$ cat config.mk
export PLATFORM = sky130hd
export DESIGN_NAME = reg_write_scoreboard
export DESIGN_NICKNAME = d
export VERILOG_FILES = /design/src/rtl/reg_wr_pkg.sv /design/src/rtl/reg_busy_counter.sv /design/src/rtl/reg_write_scoreboard.sv
export SDC_FILE = /design/constraint.sdc
export NUM_CORES = 1
export LEC_CHECK = 0
export ABC_AREA = 1
export CORE_MARGIN = 2
export CORE_UTILIZATION = 40
export DETAILED_ROUTE_END_ITERATION = 7
export PLACE_DENSITY_LB_ADDON = 0.05
export SYNTH_ARGS = -nofsm -noshare
export SYNTH_HDL_FRONTEND = slang
export SYNTH_SLANG_ARGS = --single-unit
$ cat constraint.sdc
create_clock -name clock -period 5.1 [get_ports clock]
set_input_delay 0.765 -clock clock [delete_from_list [all_inputs] [get_ports clock]]
set_output_delay 0.765 -clock clock [all_outputs]
set_load 0.1 [all_outputs]
$ cat src/rtl/reg_wr_pkg.sv
// Shared constants and decode helpers for the register write scoreboard.
// Pure package: no latency, no flow control.
package reg_wr_pkg;

  localparam int unsigned ADDR_W_DEF = 5;
  localparam int unsigned CNT_W_DEF  = 2;

  // Largest value an outstanding-write counter of the given width may hold.
  function automatic int unsigned cnt_max(input int unsigned cnt_w);
    return (32'd1 << cnt_w) - 32'd1;
  endfunction

  function automatic bit is_tracked(input int unsigned addr, input bit zero_ro);
    return !(zero_ro && (addr == 0));
  endfunction

  // One bit of the one-hot decode; a hardwired register 0 never decodes.
  function automatic bit onehot_bit(input int unsigned idx, input int unsigned addr,
                                    input bit zero_ro);
    return (idx == addr) && is_tracked(addr, zero_ro);
  endfunction

endpackage

$ cat src/rtl/reg_busy_counter.sv
// Per-register outstanding-write counter; state updates on the edge after inc/dec.
// at_max lets the top stall issue instead of wrapping; underflow is sticky until reset.
module reg_busy_counter
  import reg_wr_pkg::*;
#(
  parameter int unsigned CNT_W = CNT_W_DEF
) (
  input  logic clock,
  input  logic reset,
  input  logic inc,
  input  logic dec,
  output logic busy,
  output logic at_max,
  output logic underflow
);

  localparam logic [CNT_W-1:0] MAX = CNT_W'(cnt_max(CNT_W));

  logic [CNT_W-1:0] cnt_q, cnt_d;
  logic             underflow_q, underflow_d;

  always_comb begin
    cnt_d       = cnt_q;
    underflow_d = underflow_q;
    if (inc && !dec) begin
      if (cnt_q != MAX) cnt_d = cnt_q + 1'b1;
    end else if (dec && !inc) begin
      // A writeback with nothing outstanding is flagged, never wrapped.
      if (cnt_q == '0) underflow_d = 1'b1;
      else             cnt_d       = cnt_q - 1'b1;
    end
  end

  always_ff @(posedge clock or posedge reset) begin
    if (reset) begin
      cnt_q       <= '0;
      underflow_q <= 1'b0;
    end else begin
      cnt_q       <= cnt_d;
      underflow_q <= underflow_d;
    end
  end

  assign busy      = (cnt_q != '0);
  assign at_max    = (cnt_q == MAX);
  assign underflow = underflow_q;

endmodule

$ cat src/rtl/reg_write_scoreboard.sv
// Writeback decode to a registered one-hot wr_en (1 cycle) plus per-register scoreboard.
// iss_ready drops only when the destination counter is full and no same-cycle writeback frees it.
module reg_write_scoreboard
  import reg_wr_pkg::*;
#(
  parameter int unsigned ADDR_W      = ADDR_W_DEF,
  parameter int unsigned CNT_W       = CNT_W_DEF,
  parameter bit          ZERO_REG_RO = 1'b1
) (
  input  logic                       clock,
  input  logic                       reset,
  input  logic                       wb_valid,
  input  logic [ADDR_W-1:0]          wb_addr,
  output logic [(1<<ADDR_W)-1:0]     wr_en,
  input  logic                       iss_valid,
  input  logic                       iss_has_dst,
  input  logic [ADDR_W-1:0]          iss_dst,
  output logic                       iss_ready,
  input  logic [ADDR_W-1:0]          src_a,
  input  logic [ADDR_W-1:0]          src_b,
  output logic                       src_hazard,
  output logic [(1<<ADDR_W)-1:0]     busy,
  output logic                       err_underflow
);

  localparam int unsigned NUM_REGS = 1 << ADDR_W;

  function automatic logic [NUM_REGS-1:0] onehot(input logic [ADDR_W-1:0] addr);
    logic [NUM_REGS-1:0] v;
    for (int unsigned i = 0; i < NUM_REGS; i++) v[i] = onehot_bit(i, 32'(addr), ZERO_REG_RO);
    return v;
  endfunction

  logic [NUM_REGS-1:0] wr_en_q, wr_en_d;
  logic [NUM_REGS-1:0] inc_vec;
  logic [NUM_REGS-1:0] at_max_vec;
  logic [NUM_REGS-1:0] underflow_vec;

  always_comb begin
    wr_en_d   = wb_valid ? onehot(wb_addr) : '0;
    // A same-cycle writeback to the destination makes room even at MAX.
    iss_ready = !iss_has_dst
              || !is_tracked(32'(iss_dst), ZERO_REG_RO)
              || !at_max_vec[iss_dst]
              || (wb_valid && (wb_addr == iss_dst));
    inc_vec   = (iss_valid && iss_ready && iss_has_dst) ? onehot(iss_dst) : '0;
  end

  always_ff @(posedge clock or posedge reset) begin
    if (reset) wr_en_q <= '0;
    else       wr_en_q <= wr_en_d;
  end

  for (genvar r = 0; r < NUM_REGS; r++) begin : g_cnt
    reg_busy_counter #(.CNT_W(CNT_W)) u_cnt (
      .clock     (clock),
      .reset     (reset),
      .inc       (inc_vec[r]),
      .dec       (wr_en_d[r]),
      .busy      (busy[r]),
      .at_max    (at_max_vec[r]),
      .underflow (underflow_vec[r])
    );
  end

  // No bypass: hazard reflects registered counters only.
  assign src_hazard    = busy[src_a] | busy[src_b];
  assign err_underflow = |underflow_vec;
  assign wr_en         = wr_en_q;

endmodule

==> out/metrics.sh <==
SETUP_VIOL=0
DIODES=0
CTS.HTREE.LEVELS=4
PLACEDCELLCOUNT=1343
SYNTH-SEQ-CELLS=124
LEAKAGE_uW=0.00433
DETAILED_PLACER_S_ENDING_HPWL_UM=18800
FP.DIEAREA_SQ_UM=19600
WORST_PATH_MOST_REPEATED_CELL='sky130_fd_sc_hd__nand2_1'
LAYOUT-DRIVE-GT1-SHARE=0.0454
PLACED_AREA_SQ_UM=8290
TOTAL_POWER_uW=3680
FLOW.AREA_GROWTH_FROM_SYNTHESIS_PCT=19.9
TRITONCTS='built'
ROUTED_WIRE_LENGTH_PER_INSTANCE_UM=17.4
PORT_BUFFERS=89
FINALHOLDWORSTSLACK_PS=478
GR-USAGE-ALL-LAYERS=0.253
LAYOUT_COMMONEST_CELL='sky130_fd_sc_hd__nand2_1'
MAX-VDD-IR-DROP_mV=0.270
GRT_ANTENNA_BEFORE_REPAIR=0
CAP_VIOLATIONS=0
POWER.DENSITY_nW_PER_UM2=415
STATUS='finished, final reports clean'
FINALCRITICALPERIOD_PS=4100
SYN-MEAN-INSTANCE-AREA_SQ_UM=6.91
TIMING_WORST_SETUP_PATH_TYPE='primary input to output pin'
POST-ROUTE-PERIOD-UTIL=0.805
DETAIL_ROUTE.FIRST_PASS.ITERATIONS=6
CRIT_PATH_MAX_INCR_DELAY_PS=860
ROUTE.VIAS.TOTAL=7081
WORST-ENDPOINT-REQUIRED_PS=4340
FINALWEIGHTEDCONGESTION=0.962
HOLD_VIOL_FINAL=0
NUM-FILL-CELLS=1865
FINALCLOCKSKEW_PS=8.42
CRIT_PATH_MAX_FANOUT=15
WORST_HOLD_PATH.ENDPOINT='g_cnt[21].u_cnt.underflow$_DFFE_PP0P_'
TIGHTEST_SLEW_PS=979
SYNTH_LARGEST_AREA_CELL='sky130_fd_sc_hd__dfrtp_1'
FLOORPLAN.DIE.WIDTH_UM=140
TOTALWIRELENGTH_UM=24000
IO_PINS=92
MIN_PATH_CELLS=1
DIE_HEIGHT_UM=140
CTS_NUM_SINKS=124
YS.WARNINGS.COUNT=0
SYNTHESIS.AREA_SQ_UM=7390
ROUTED_VIA_DENSITY=5.15
SLEW_HEADROOM=0.345
NUMBER_OF_GLOBAL_ROUTE_VIAS_BEFORE_REPAIR=6527
NUM-NETS-FINAL=1158
GRT_MAX_DEGREE=74
TNS_PS=0
ROWS=49
MAX_FREQ_MHz=244
ROOT_BUFFER='sky130_fd_sc_hd__clkbuf_16'
CTS_BUFFERS=17
INSTANCES_NO_FILL=1375
NETLIST_INSTANCES=1069
DRT.ANTENNA.VIOLATING_NETS=0
DRCVIOLATIONCOUNT=0
GRT_OVERFLOW_TOTAL=0
POST-CTS-SETUP-BUFFER-COUNT=0
GRT_SETUP_UNREPAIRED='false'
STARTING_DENSITY=0.410
DRT_FIRST_ITER_VIOLATIONS=592
CP_SLOWEST_CELL='sky130_fd_sc_hd__clkdlybuf4s50_1'
STARTPOINT_CLASS_OF_THE_CRITICAL_PATH='primary input'
CTSHOLDBUFFERS=0
PLACEABLECOREAREA_SQ_UM=18000
POST_CTS_RESIZED=0
MULTI_INPUT_AREA_SQ_UM=3300
FIRST_PASS_GRT_WIRE_LENGTH_UM=37600
CRITICAL_PATH_ARRIVAL_PS=3340
FINAL_CELL_MIX='288 x sky130_fd_sc_hd__nand2_1, 167 x sky130_fd_sc_hd__inv_1, 155 x sky130_fd_sc_hd__nor2_1, 124 x sky130_fd_sc_hd__dfrtp_1, 87 x sky130_fd_sc_hd__clkdlybuf4s50_1'
MIN_DELAY_PATH_CLASS='register to register'
CLK_TRANSITION_REPORTED_PATHS_PS=60
CTSLONGESTPATHBUFFERS=2
CRITICAL_PATH.REG2REG.STARTPOINT='g_cnt[10].u_cnt.cnt_q[0]$_DFFE_PP0P_'
CRIT_CHAIN='clkdlybuf4s50_1 -> inv_2 -> nor2_4 -> o21ai_0 -> nand2_1 -> nor2_1 -> nor2_1 -> nor2_1 -> nand2_1 -> nand2_1 -> nand2_1 -> buf_12'
FINAL_MAX_SLEW_VIOL_COUNT=0
WORST_SKEW_PAIR.LATE_LATENCY_PS=430
YS_SEQ_AREA_FRAC=0.420
SYNTH_TOP_AREA_FRAC=0.420
R2R.WORST_PATH.CELLS=15
SYNTH_AREA_LEADERS='sky130_fd_sc_hd__dfrtp_1 42%, sky130_fd_sc_hd__nand2_1 15%, sky130_fd_sc_hd__inv_1 8.5%'
R2R-END='g_cnt[11].u_cnt.cnt_q[0]$_DFFE_PP0P_'
SYNTH_CELL_TYPE_COUNT=30
HOLDCRITSTARTPOINT='g_cnt[21].u_cnt.underflow$_DFFE_PP0P_'
FINAL-SEQ-AREA_SQ_UM=3100
TIMING.CRITICAL_PATH.TO_TYPE='output pin'
RRSETUPSLACK_PS=2470
FINISH.INSTANCE_AREA_SQ_UM=8860
-- synth_stat cells (all sizes together) --
cell / n
nand2: 289
inv: 171
nor2: 159
dfrtp: 124
nand3: 76
o21ai: 69
buf: 42
a21oi: 41
o21bai: 30
nand4: 20
o221ai: 13
clkbuf: 9
nor4: 6
o211ai: 6
nor3: 5
or2: 5
a31o: 1
conb: 1
nand3b: 1
o2111ai: 1
-- area by class of cell --
class	instances	share of cell area
multi-input cells	724	0.372
flip-flops and latches	124	0.350
repair buffers	95	0.108
inverters	171	0.0727
clock buffers	19	0.0488
well taps	229	0.0323
clock inverters	13	0.0162
-- critical path, delay by kind of cell --
kind | cells | cell delay [ps]
AOI/OAI and AO/OA | 1 | 130
buffers and inverters | 3 | 1330
and+or+nand+nor | 8 | 1130
-- sequential cells by signal (all words and copies together), names as in the netlist --
name / flops
g_cnt.u_cnt.cnt_q: 62
wr_en: 31
g_cnt.u_cnt.underflow: 31
-- power by group --
part	total (uW)	switching, uW	leakage [uW]	internal, uW
Clock	1200	479	0.000282	722
Combinational	1230	928	0.00248	301
Sequential	1250	125	0.00157	1130
-- metal layers --
metal / vias to the layer above / global-route usage / share of wire
li1: 3492 / - / -
met4: 0 / 0.0763 / 0.019
met2: 240 / 0.385 / 0.44
met1: 3322 / 0.370 / 0.48
met3: 27 / 0.0434 / 0.058
met5: - / 0 / 0
-- metrics by stage --
step	utilization	setup WS (ps)
final	0.492	996
after global routing	0.492	802
after CTS	0.492	988
after detailed placement	0.460	996
after global placement	0.460	1110
after floorplan	-	1040
-- worst max-delay path by stage --
stage,from,endpoint,slack [ps]
6_report,iss_dst[0],iss_ready,1000
2_1_floorplan,reset,g_cnt[10].u_cnt.cnt_q[0]$_DFFE_PP0P_,1040
3_5_place_dp,iss_dst[0],g_cnt[11].u_cnt.cnt_q[0]$_DFFE_PP0P_,1000
3_3_place_gp,iss_dst[0],iss_ready,1110
5_1_grt,iss_dst[0],iss_ready,800
4_1_cts,g_cnt[12].u_cnt.underflow$_DFFE_PP0P_,err_underflow,990
-- kinds of logic (layout without fill, tap and decap cells) --
kind of cell,count (synthesis),in the layout,synth area share
AO/OA/AOI/OAI,161,161,0.129
flip-flops,124,124,0.420
AND/OR/NAND/NOR,561,561,0.316
other,1,2,0.000507
buffers and inverters,222,298,0.135
Note: power is estimated with default switching activity, not from simulation.
